**src/rtl/dcache_port_arbiter.sv**
```systemverilog
// Arbitrates load-pipeline and store-buffer requests onto the single data-cache port.
// One transaction at a time; flushed loads are drained silently so the cache never sees an abort.
module dcache_port_arbiter #(
  parameter int STARVE_LIMIT = 8
) (
  input  logic        clk,
  input  logic        rst,

  input  logic        ld_req_i,
  input  logic [31:0] ld_addr_i,
  input  logic [3:0]  ld_rmask_i,
  output logic        ld_gnt_o,

  input  logic        st_req_i,
  input  logic [31:0] st_addr_i,
  input  logic [3:0]  st_wmask_i,
  input  logic [31:0] st_wdata_i,
  input  logic        st_urgent_i,
  output logic        st_gnt_o,

  input  logic        flush_i,

  output logic [31:0] ufp_addr_o,
  output logic [3:0]  ufp_rmask_o,
  output logic [3:0]  ufp_wmask_o,
  output logic [31:0] ufp_wdata_o,
  input  logic [31:0] ufp_rdata_i,
  input  logic        ufp_resp_i,

  output logic        ld_resp_o,
  output logic [31:0] ld_rdata_o,
  output logic        st_done_o,
  output logic        busy_o
);

  localparam int CNT_W = $clog2(STARVE_LIMIT + 1);
  localparam logic [CNT_W-1:0] LIMIT = CNT_W'(STARVE_LIMIT);

  typedef enum logic [1:0] {
    IDLE  = 2'd0,
    LOAD  = 2'd1,
    STORE = 2'd2,
    DRAIN = 2'd3
  } state_t;

  typedef struct packed {
    logic [29:0] word_addr;
    logic [3:0]  rmask;
    logic [3:0]  wmask;
    logic [31:0] wdata;
  } req_t;

  state_t           state_q, state_d;
  req_t             req_q, req_d;
  logic [CNT_W-1:0] starve_cnt_q, starve_cnt_d;

  logic idle_ok;
  logic st_win;
  logic ld_win;
  logic unused_addr_bits;

  // Byte offset never reaches the cache; the masks carry lane selection.
  assign unused_addr_bits = ^{ld_addr_i[1:0], st_addr_i[1:0]};

  // Grants are gated by rst so nothing is accepted while reset is applied.
  assign idle_ok = (state_q == IDLE) && !rst;
  assign st_win  = idle_ok && st_req_i &&
                   (st_urgent_i || (starve_cnt_q == LIMIT) || !ld_req_i);
  assign ld_win  = idle_ok && ld_req_i && !flush_i && !st_win;

  // ---------------------------------------------------------------- state register
  always_ff @(posedge clk) begin
    if (rst) begin
      state_q      <= IDLE;
      req_q        <= '0;
      starve_cnt_q <= '0;
    end else begin
      state_q      <= state_d;
      req_q        <= req_d;
      starve_cnt_q <= starve_cnt_d;
    end
  end

  // ---------------------------------------------------------------- next state
  always_comb begin
    state_d = state_q;
    unique case (state_q)
      IDLE: begin
        if (st_win)      state_d = STORE;
        else if (ld_win) state_d = LOAD;
      end
      LOAD: begin
        if (ufp_resp_i)   state_d = IDLE;
        else if (flush_i) state_d = DRAIN;
      end
      STORE: begin
        if (ufp_resp_i) state_d = IDLE;
      end
      DRAIN: begin
        if (ufp_resp_i) state_d = IDLE;
      end
      default: state_d = IDLE;
    endcase
  end

  always_comb begin
    req_d = req_q;
    if (st_win) begin
      req_d.word_addr = st_addr_i[31:2];
      req_d.rmask     = 4'b0000;
      req_d.wmask     = st_wmask_i;
      req_d.wdata     = st_wdata_i;
    end else if (ld_win) begin
      req_d.word_addr = ld_addr_i[31:2];
      req_d.rmask     = ld_rmask_i;
      req_d.wmask     = 4'b0000;
      req_d.wdata     = 32'h0;
    end
  end

  // Counts loads that jumped a waiting store; any store grant or idle store side resets it.
  always_comb begin
    starve_cnt_d = starve_cnt_q;
    if (st_win || !st_req_i) begin
      starve_cnt_d = '0;
    end else if (ld_win && (starve_cnt_q != LIMIT)) begin
      starve_cnt_d = starve_cnt_q + 1'b1;
    end
  end

  // ---------------------------------------------------------------- outputs
  always_comb begin
    ld_gnt_o    = ld_win;
    st_gnt_o    = st_win;
    ufp_addr_o  = 32'h0;
    ufp_rmask_o = 4'b0000;
    ufp_wmask_o = 4'b0000;
    ufp_wdata_o = 32'h0;
    ld_resp_o   = 1'b0;
    ld_rdata_o  = 32'h0;
    st_done_o   = 1'b0;
    busy_o      = 1'b0;

    if (!rst && (state_q != IDLE)) begin
      busy_o      = 1'b1;
      ufp_addr_o  = {req_q.word_addr, 2'b00};
      ufp_rmask_o = req_q.rmask;
      ufp_wmask_o = req_q.wmask;
      ufp_wdata_o = req_q.wdata;
    end

    if (!rst && (state_q == LOAD) && ufp_resp_i && !flush_i) begin
      ld_resp_o  = 1'b1;
      ld_rdata_o = ufp_rdata_i;
    end

    if (!rst && (state_q == STORE) && ufp_resp_i) begin
      st_done_o = 1'b1;
    end
  end

endmodule

```
**config.mk**
```make
export PLATFORM = sky130hd
export DESIGN_NAME = dcache_port_arbiter
export DESIGN_NICKNAME = d
export VERILOG_FILES = /design/src/rtl/dcache_port_arbiter.sv
export SDC_FILE = /design/constraint.sdc
export NUM_CORES = 1
export LEC_CHECK = 0
export CAP_MARGIN = 40
export CORE_UTILIZATION = 35
export DETAILED_ROUTE_END_ITERATION = 6
export PLACE_DENSITY = 0.79
export SYNTH_ARGS = -nofsm -noshare
export SYNTH_HDL_FRONTEND = slang
export SYNTH_SLANG_ARGS = --single-unit
```
**constraint.sdc**
```tcl
create_clock -name clk -period 2.5 [get_ports clk]
set_clock_uncertainty 0.1 [all_clocks]
set_input_delay 0.5 -clock clk [delete_from_list [all_inputs] [get_ports clk]]
set_output_delay 0.5 -clock clk [all_outputs]
set_load 0.01 [all_outputs]
```
# == After elaboration in Yosys (flattened, before gate mapping) ==
# Index checks and enable logic that the tools add are counted.
# Widths: inputs -> output; s select.
# word_totals
out_inout_bits,109
register_bits,76
wordCells,59
inputBits,143
# classes
n_addsub,1
n_reduce_logical,28
n_eq_ne,8
n_mux,16
# ops
operator,n
$mux 70,2
$mux 32,3
$logic_and 1x1->1,13
$mux 2,5
$mux 4,2
$ne 3x3->1 const B,2
$pmux 2 s3,1
$reduce_or 2->1,3
$logic_not 1->1,5
$add 4x1->4 const B,1
$eq 2x2->1 const B,2
$eq 4x4->1 const B,1
$ne 4x4->1 const B,1
$reduce_bool 2->1,2
$logic_or 1x1->1,3
$mux 1,3
$reduce_and 3->1,1
$eq 2x1->1 const B,1
$logic_not 2->1,1
$ne 2x1->1 const B,1

# == Depth between registers and ports, before layout ==
# logic_depth
ltp_word,9
depth_mapped,10
ltp_nobuf,7

# == Worst setup path before layout ==
# Ideal clock, no wire load.
# synth_path
path_kind,input port to output port
from,in rst
to,out ld_gnt_o
t_required_ps,1900
path_buffers,4
path_stages,8
arrival_time_ps,1730
slack_ps,170
cell_sequence,buf_2 nand2b_1 a211o_1 buf_2 inv_2 buf_2 buf_2 nor2_1
# synth_via
elab_chain_len,6
word_cells_on_any_way,8
classes_between,reduce/logical: 8
# synth_rtl
element,line_no,text
start: declaration,7,"input logic rst,"
$logic_not 1->1,66,assign idle_ok = (state_q == IDLE) && !rst;
$logic_and 1x1->1,66,
$logic_and 1x1->1 (2 in a row),67,assign st_win = idle_ok && st_req_i &&
named net st_gnt_o,19,"output logic st_gnt_o,"
$logic_not 1->1,69,assign ld_win = idle_ok && ld_req_i && !flush_i && !st_win;
$logic_and 1x1->1,69,
end: declaration,12,"output logic ld_gnt_o,"
# The timed path passes the listed nets, and every way through them passes these cells.

# == Worst setup path in the final report ==
# layout_path
from,in flush_i
to,out ld_rdata_o[9]
# layout_via
elab_chain_len,3
# layout_rtl
element,line_no,text
start: declaration,21,"input logic flush_i,"
$logic_not 1->1,152,if (!rst && (state_q == LOAD) && ufp_resp_i && !flush_i) begin
$logic_and 1x1->1,152,
$mux 32,152,
end: declaration,31,"output logic [31:0] ld_rdata_o,"
# No other way between the ends.

==> reports/qor.csv <==
stage;metric;value;unit
critical_path;crit_top_cell;buf_4;
critical_path;endpoint_kind;primary output;
die;rows;36;
outcome;status;completed;
power_and_ir_drop;p_clk_frac;0.356;
place;dp.cells;788;
critical_path;ff2ff_path_depth;5;
yosys;synth_cell_types;36;
global_route;grt_use_met2;0.4358;
place;port_buffers;245;
clock_tree;cts_buffers;9;
cells_and_area;register_area;1529;um^2
clock_tree;path_clk_slew;0.08;ns
power_and_ir_drop;netSwitchingPower;0.6988;mW
clock_tree;cts_buffer_depth;2;
cells_and_area;fin_nets;822;
timing;min_period;2.421;ns
critical_path;required;1.90;ns
cells_and_area;multi_input_area;1968;um^2
cells_and_area;fillers;825;
die;dieArea;10750;um^2
global_route;grt_use_total;0.2382;
drt;first_pass_iters;4;
drt;drt_iter0_drc;194;
yosys;ys_seq_area_frac;0.4206;
worst_hold_path;hold_class;flip-flop to flip-flop;
yosys;synth.largest_area_cell;dfxtp_1;
drt;routed_wl;12680;um
global_route;grt_use_met3;0.04972;
critical_path;crit_chain;dlygate4sd2_1 -> buf_4 -> nor4b_4 -> buf_4 -> buf_4 -> and2_1 -> dlygate4sd2_1;
yosys;synthArstFlopShare;0;
timing;fmax;0.4131;GHz
critical_path;arrival;1.82;ns
yosys;synth_top_area_share;0.4206;
yosys;synth_common_cells;and2_1, dfxtp_1, a22o_1;
yosys;yosys_warnings;0;
clock_tree;cts_tree;yes;
timing;finalSetupViolCount;0;
die;fp.dieW;103.7;um
drt;drc;0;
critical_path;crit_type;input port to primary output;
power_and_ir_drop;p_int;2.223;mW
global_route;antenna_found_initial;1;
drt;ant_nets;0;
global_route;grt_start_max_net_pins;43;
power_and_ir_drop;peakVddDrop;0.0002964;V
critical_path;worstSetupStartpointType;input port;
place;dp_hpwl;8913;um
timing;finalWorstSetupSlack;0.07932;ns
yosys;synth_area;3617;um^2
yosys;yosys-top-cells-area;dfxtp_1, and2_1, a22o_1;
clock_tree;cts.sinks;76;
power_and_ir_drop;p_seq_frac;0.455;
place;preCtsSetupSlack;-0.4442;ns
power_and_ir_drop;power.density;452.1;nW/um^2
die;io_pins;252;
critical_path;crit_path_max_fanout;5;
yosys;syn_avg_cell_area;8.451;um^2
clock_tree;cts_root_buf;clkbuf_8;
power_and_ir_drop;p_leak;3.101;nW
die;initial_utilization;0.3650;
worst_hold_path;holdPathStages;1;
cells_and_area;instances_no_fill;816;
critical_path;crit_path_top_delay_cell;dlygate4sd2_1;
yosys;synthCells;428;
power_and_ir_drop;power_frac_comb;0.189;
place;gp_congestion;0.8116;
clock_tree;clock_latency;0.34;ns
job;drv_cap;0;
clock_tree;htreeDepth;3;
global_route;met1_usage;0.2589;
global_route;grt-busiest-layer;met2;
cells_and_area;area_growth_syn_to_layout;78.66;%
die;chipHeight;103.7;um
timing;post-route-period-util;0.9683;
critical_path;cp_slowest_stage_delay;0.27;ns
drt;vias;4079;
yosys;synth_edf_count;0;
global_route;grt_pass1_vias;4216;
cells_and_area;drive_gt1_frac;0.1305;
timing;maxSlewViolCount;0;
yosys;yosys.cell_count.top_type;and2_1;
drt;avgRoutedWirePerCell;15.54;um
timing;tns;0;ns
global_route;grt_first_pass_wirelength;20580;um
timing;hold_viol;0;
timing;rsz0062_at_grt;true;
cells_and_area;fin_util;0.6521;
yosys;synth_seq_cells;76;
yosys;synthFlopType;dfxtp_1;
drt;viasPerCell;4.999;
power_and_ir_drop;switching_share;0.2391;
global_route;grt_overflow;0;
die;core_area;9910;um^2
## through the flow
stage | total power [mW] | cell area, um^2 | hold slack (ns)
2_1_floorplan | 1.566 | 3621 | 0.3340
3_5_place_dp | 1.900 | 6277 | 0.3475
3_3_place_gp | 1.889 | 6277 | 0.3470
5_1_grt | 3.065 | 6462 | 0.3814
4_1_cts | 2.952 | 6541 | 0.3735
6_report | 2.922 | 6462 | 0.3702
## registers in the layout (all words and copies together) (netlist names)
register and flops:
req_q 70, state_q 2, starve_cnt_q 4
## final timing paths
path	from	end	slack, ns
worst min register to register	req_q[20]	req_q[20]	0.37
worst max register to register	state_q[1]	starve_cnt_q[3]	0.25
worst max-delay path	flush_i	ld_rdata_o[9]	0.08
worst min-delay path	req_q[20]	req_q[20]	0.37
## timing repair
| action | 4_1_cts | 5_1_grt |
|---|---|---|
| hold buffers | 0 | 0 |
| gates resized for setup | 143 | 55 |
| cloned | 6 | 0 |
| endpoints found under the setup margin | 106 | 39 |
| buffers inserted | 5 | 0 |
| pin swaps | 2 | 1 |
## worst max-delay path, delay by kind of cell
| family | cells | cell delay (ns) |
|---|---|---|
| buffers and inverters | 5 | 0.96 |
| and+or+nand+nor | 2 | 0.35 |
## routing by layer
metal | vias to the layer above | wire, um
li1 | 1959 | -
met1 | 1905 | 4781
met2 | 188 | 6761
met3 | 27 | 762
met4 | 0 | 376
met5 | - | 0
## area by class of cell
type                            instances  area share
Inverter                                3    0.001742
Clock buffer                           11     0.02188
Tap cell                              133     0.02575
Timing Repair Buffer                  276      0.3959
Clock inverter                          5     0.01317
Antenna cell                            1   0.0003872
Multi-Input combinational cell        311      0.3046
Sequential cell                        76      0.2366
## cell families after synthesis
kind of cell	count (synthesis)	share of synthesized area
flip-flops	76	0.4206
buffers and inverters	42	0.05327
other	1	0.001037
AO/OA/AOI/OAI	106	0.2103
adder cells (fa/ha/maj)	2	0.006917
multiplexers	5	0.01384
AND/OR/NAND/NOR	196	0.2940
## placed cells by master, fill, tap and decap left out, types with 2 or more instances in the layout
| cell type | instances |
|---|---|
| a211oi_1 | 30 |
| dlymetal6s2s_1 | 10 |
| clkinv_4 | 2 |
| inv_1 | 2 |
| ha_1 | 2 |
| clkdlybuf4s50_1 | 136 |
| nor3_1 | 8 |
| nor2_1 | 31 |
| nor2b_1 | 2 |
| and2_1 | 102 |
| buf_4 | 22 |
| nand2_1 | 33 |
| o21ai_0 | 2 |
| mux2i_1 | 5 |
| conb_1 | 2 |
| dfxtp_1 | 74 |
| nor2_4 | 3 |
| a21oi_1 | 32 |
| clkbuf_2 | 19 |
| clkbuf_8 | 10 |
| a22o_1 | 36 |
| buf_6 | 3 |
| bufinv_16 | 2 |
| buf_12 | 4 |
| nand4_1 | 2 |
| nand2b_1 | 2 |
| buf_2 | 12 |
| nand3_1 | 2 |
| dfxtp_4 | 2 |
| dlygate4sd2_1 | 68 |
## power groups by stage
stage          Clock, mW  Combinational, mW  Sequential, mW
2_1_floorplan          0              0.221            1.35
3_3_place_gp           0              0.536            1.35
3_5_place_dp           0              0.543            1.36
4_1_cts             1.07              0.552            1.33
5_1_grt             1.13              0.597            1.34
6_report            1.04              0.552            1.33
Power figures use the tool's default switching activity.
